===== config.mk =====
export PLATFORM = sky130hd
export DESIGN_NAME = text_console_writer
export DESIGN_NICKNAME = d
export VERILOG_FILES = /design/src/rtl/text_console_writer.sv
export SDC_FILE = /design/constraint.sdc
export NUM_CORES = 1
export LEC_CHECK = 0
export BUFFER_PORTS_ARGS = -buffer_cell sky130_fd_sc_hd__buf_2
export CAP_MARGIN = 5
export CORE_UTILIZATION = 53
export CTS_CLUSTER_DIAMETER = 30
export DETAILED_ROUTE_END_ITERATION = 10
export PLACE_DENSITY = 0.77
export SYNTH_ARGS = -nofsm -noshare
export SYNTH_HDL_FRONTEND = slang
export SYNTH_SLANG_ARGS = --single-unit

===== constraint.sdc =====
create_clock -name clk -period 3.25 [get_ports clk]
set_clock_uncertainty 0.2 [all_clocks]
set_input_delay 0.4875 -clock clk [delete_from_list [all_inputs] [get_ports clk]]
set_output_delay 0.4875 -clock clk [all_outputs]
set_load 0.01 [all_outputs]

===== src/rtl/text_console_writer.sv =====
// Byte stream to character memory writer with cursor, control codes
// and screen/line blanking for the text video path.
module text_console_writer #(
  parameter int COLS = 80,
  parameter int ROWS = 30
) (
  input  logic        clk,
  input  logic        rst_n,
  input  logic [7:0]  in_data,
  input  logic        in_valid,
  output logic        in_ready,
  output logic        vc_write_enable,
  output logic [7:0]  vc_char_in,
  output logic [12:0] vid_ch_addr,
  output logic [6:0]  cursor_col,
  output logic [4:0]  cursor_row,
  output logic        busy
);

  typedef enum logic [1:0] {
    CLR_SCREEN,
    IDLE,
    CLR_LINE
  } state_t;

  localparam logic [12:0] SCR_LAST  = 13'(COLS * ROWS - 1);
  localparam logic [12:0] LINE_LAST = 13'(COLS - 1);
  localparam logic [12:0] COLS13    = 13'(COLS);
  localparam logic [6:0]  COL_LAST  = 7'(COLS - 1);
  localparam logic [4:0]  ROW_LAST  = 5'(ROWS - 1);
  localparam logic [7:0]  SPACE     = 8'h20;

  state_t      state_q, state_d;
  logic [12:0] cnt_q, cnt_d;
  logic [6:0]  col_q, col_d;
  logic [4:0]  row_q, row_d;
  logic        we_q, we_d;
  logic [7:0]  char_q, char_d;
  logic [12:0] addr_q, addr_d;

  logic [12:0] row_base;
  logic [12:0] cur_addr;
  logic [4:0]  next_row;
  logic        printable;

  assign row_base  = 13'(row_q) * COLS13;
  assign cur_addr  = row_base + 13'(col_q);
  assign next_row  = (row_q == ROW_LAST) ? 5'd0 : row_q + 5'd1;
  assign printable = (in_data >= 8'h20) && (in_data <= 8'h7E);

  always_comb begin
    state_d = state_q;
    cnt_d   = cnt_q;
    col_d   = col_q;
    row_d   = row_q;
    we_d    = 1'b0;
    char_d  = char_q;
    addr_d  = addr_q;
    unique case (state_q)
      CLR_SCREEN: begin
        we_d   = 1'b1;
        char_d = SPACE;
        addr_d = cnt_q;
        cnt_d  = cnt_q + 13'd1;
        if (cnt_q == SCR_LAST) begin
          cnt_d   = '0;
          state_d = IDLE;
          col_d   = '0;
          row_d   = '0;
        end
      end
      CLR_LINE: begin
        we_d   = 1'b1;
        char_d = SPACE;
        addr_d = row_base + cnt_q;
        cnt_d  = cnt_q + 13'd1;
        if (cnt_q == LINE_LAST) begin
          cnt_d   = '0;
          state_d = IDLE;
        end
      end
      IDLE: begin
        if (in_valid) begin
          unique case (1'b1)
            printable: begin
              we_d   = 1'b1;
              char_d = in_data;
              addr_d = cur_addr;
              if (col_q == COL_LAST) begin
                col_d   = '0;
                row_d   = next_row;
                state_d = CLR_LINE;
              end else begin
                col_d = col_q + 7'd1;
              end
            end
            (in_data == 8'h0A): begin
              col_d   = '0;
              row_d   = next_row;
              state_d = CLR_LINE;
            end
            (in_data == 8'h0D): col_d = '0;
            (in_data == 8'h08): begin
              if (col_q != 7'd0) begin
                col_d  = col_q - 7'd1;
                we_d   = 1'b1;
                char_d = SPACE;
                addr_d = cur_addr - 13'd1;
              end
            end
            (in_data == 8'h0C): state_d = CLR_SCREEN;
            default: ;
          endcase
        end
      end
      default: begin
        state_d = CLR_SCREEN;
        cnt_d   = '0;
      end
    endcase
  end

  always_ff @(posedge clk or negedge rst_n) begin
    if (!rst_n) begin
      state_q <= CLR_SCREEN;
      cnt_q   <= '0;
      col_q   <= '0;
      row_q   <= '0;
      we_q    <= 1'b0;
      char_q  <= '0;
      addr_q  <= '0;
    end else begin
      state_q <= state_d;
      cnt_q   <= cnt_d;
      col_q   <= col_d;
      row_q   <= row_d;
      we_q    <= we_d;
      char_q  <= char_d;
      addr_q  <= addr_d;
    end
  end

  assign in_ready        = (state_q == IDLE);
  assign busy            = (state_q != IDLE);
  assign vc_write_enable = we_q;
  assign vc_char_in      = char_q;
  assign vid_ch_addr     = addr_q;
  assign cursor_col      = col_q;
  assign cursor_row      = row_q;

endmodule


==> flow_summary.yaml <==
outcome:
  status: "complete, no violations"
power_and_ir_drop:
  internal_power_mw: 1.917
  comb_power_share_pct: 60.4
  p_sw_share_pct: 46.34
  total_power_mw: 3.573
  p_sw_mw: 1.656
  clock_power_share_pct: 15.2
  power.density_mw_per_mm2: 789.5
  irDropWorstVdd_mv: 0.3120
  p_leak_nw: 2.064
  pwr-share-seq_pct: 24.4
logic_synthesis:
  ys_seq_area_share_pct: 31.81
  yosysTopAreaCell: "dfrtp_1"
  syn_nets: 495
  avgSynthCellArea_sq_um: 8.510
  netlist_instances: 453
  syn_area_sq_mm: 0.003855
  ys_ff_latch: 49
  synth_top_area_share_pct: 31.81
  synthArstFlopShare_pct: 100.0
  synth_warnings: 0
  synth_top_flop_cell: "dfrtp_1"
  synth_cell_type_count: 65
  synth-edff-count: 0
  ys_top_cells_by_area: "dfrtp_1 (32%), ha_1 (9.1%), o21ai_0 (7.4%)"
clocking:
  cts_made_buffers: 5
  cts-root-buf: "clkbuf_8"
  clock_sinks: 49
  ctsLongestPathBuffers: 2
  hold_buffers: 0
  cts.clk_slew.worst_paths_ns: 0.10
  cts_tree: "done"
  htreeDepth: 2
  clkLatencyLatePin_ns: 0.31
sta:
  period_share_pct: 97.31
  relSlewSlack_pct: 48.18
  timing.fmax_ghz: 0.3162
  worst_pin_slew_ns: 0.7773
  whs_ns: 0.04098
  final-hold-violation-count: 0
  fin_crit_ns: 3.162
  setup_viol: 0
  drv_slew: 0
floorplanning:
  die_area_sq_mm: 0.007619
  die_h_um: 87.29
  coreArea_sq_mm: 0.006907
  start_util_pct: 55.82
  ios: 47
  dieWidth_um: 87.29
  rows: 30
drt:
  drc: 0
  wl_per_cell_um: 17.48
  drtIter0Drc: 381
  num_vias: 3857
  firstDrtPassIters: 5
  detail-route-antenna-nets: 0
  drt_wl_total_mm: 10.65
  vias_per_cell: 6.333
critical_path:
  rrSetupSlack_ns: 0.09
  r2r_start: "cursor_row[1]"
  worstSetupEndpointType: "register"
  arrival_ns: 3.16
  worstSetupStartpoint: "cursor_row[1]"
  start_kind: "register"
  critPathKind: "reg2reg"
  cp_data_required_time_ns: 3.25
  cp_max_fo: 5
placement:
  dp.final_hpwl_mm: 7.749
  portBuffers: 46
  gp_congestion: 0.8976
global_routing:
  grt_max_degree: 35
  grtUsageMet1_pct: 37.48
  grt_pass1_wl_mm: 17.55
  track_usage_pct: 29.16
  grt_busiest_layer: "met2"
  antenna_found_initial: 0
  grt_pass1_vias: 3626
  gr-total-overflow: 0
  grtUsageMet2_pct: 48.01
  use_met3_pct: 3.886
layout:
  register_area_sq_mm: 0.001227
  areaGrowthSynthToFinish_pct: 17.40
  diodes: 0
  layout.nets: 554
  drive_above_1_share_pct: 20.86
  post-route-util_pct: 65.53
  multiInputGateArea_sq_mm: 0.002551
  nFillCells: 602
worst_hold_path:
  holdCritPathClass: "in2async"
run:
  drv_cap: 0
==> cells by family (layout without fill, tap and decap cells) <==
family / Yosys count / count (layout) / synth area share, %
buf+inv: 40 / 100 / 4.025
fa+ha+maj: 31 / 31 / 10.65
simple gates: 149 / 149 / 20.22
xor+xnor: 20 / 20 / 5.096
compound gates: 158 / 158 / 26.55
mux: 6 / 6 / 1.655
flops: 49 / 49 / 31.81
==> metrics by stage <==
stage | worst slack (ns) | instance area (sq um) | setup TNS [ns] | std cells
global route | -0.03762 | 4526 | -0.03762 | 609
detailed placement | -0.02382 | 4334 | -0.02382 | 599
floorplan | 0.06080 | 3895 | 0 | 453
finish | 0.08755 | 4526 | 0 | 609
CTS | 0.001720 | 4476 | 0 | 607
global placement | 0.07895 | 4334 | 0 | 599
==> cell usage in the layout, fill, tap and decap left out, drive strengths merged, types with 7 or more instances in the layout <==
master / n
nor3: 9
xnor2: 16
nand2: 40
o21ai: 58
a31oi: 7
nand2b: 11
ha: 28
nand3: 11
dfrtp: 49
nor2: 28
a211oi: 9
o31ai: 8
a21oi: 23
buf: 69
and3: 15
inv: 23
==> final timing paths <==
check                             endpoint  cells past startpoint
hold / removal               cursor_col[1]                      1
setup reg to reg           vid_ch_addr[12]                     12
setup / recovery           vid_ch_addr[12]                     12
min in group clk             vc_char_in[4]                      2
hold reg to reg             vid_ch_addr[0]                      2
max in group asynchronous   vid_ch_addr[3]                      2
==> registers in the layout, indices dropped and copies added (netlist names) <==
| name | cells |
|---|---|
| vid_ch_addr | 13 |
| cursor_row | 5 |
| cnt_q | 13 |
| vc_write_enable | 1 |
| vc_char_in | 8 |
| cursor_col | 7 |
| state_q | 2 |
==> what timing repair did <==
action | CTS | global route
pin swaps | 2 | 9
gates cloned | 0 | 0
endpoints found under the hold margin | 0 | 0
buffers inserted | 0 | 2
resized for setup | 2 | 11
endpoints found under the setup margin | 1 | 4
==> critical path: stages, from the launching register on <==
cell and delay [ns]:
dfrtp_2 0.44, ha_4 0.27, ha_4 0.13, inv_2 0.03, fa_2 0.56, inv_2 0.08
ha_4 0.17, or3_4 0.37, o21bai_1 0.17, a31oi_1 0.20, xnor2_1 0.12, a211oi_2 0.22
o21ai_1 0.09
==> power groups by stage <==
stage / clock network [mW] / logic (mW) / registers (mW)
global route: 0.576 / 2.38 / 0.890
detailed placement: 0 / 2.07 / 0.883
global placement: 0 / 2.01 / 0.877
floorplan: 0 / 1.37 / 0.939
finish: 0.542 / 2.16 / 0.873
CTS: 0.545 / 2.09 / 0.870
==> synthesized netlist by cell type, types with 9 or more instances <==
| master | number |
|---|---|
| xnor2_1 | 15 |
| nand3_1 | 11 |
| o21ai_0 | 57 |
| a21oi_1 | 22 |
| nand2b_1 | 11 |
| nand2_1 | 40 |
| nor2_1 | 28 |
| ha_1 | 28 |
| clkbuf_1 | 13 |
| nor3_1 | 9 |
| and3_1 | 15 |
| inv_1 | 21 |
| dfrtp_1 | 49 |
==> routing by layer <==
metal	routed length, um	part of all wire (%)
met3	654	6.1
met2	5015	47
met5	0	0
met4	452	4.2
met1	4525	43
==> final cells by class <==
| cell class | instances | area share, % |
|---|---|---|
| multi-input combinational | 364 | 56.37 |
| sequential | 49 | 27.12 |
| timing repair buffer | 69 | 8.902 |
| tap | 96 | 2.654 |
| inverter | 23 | 1.908 |
| clock buffer | 5 | 1.521 |
| clock inverter | 3 | 1.521 |
No activity file was read; power rests on OpenSTA's default activity.
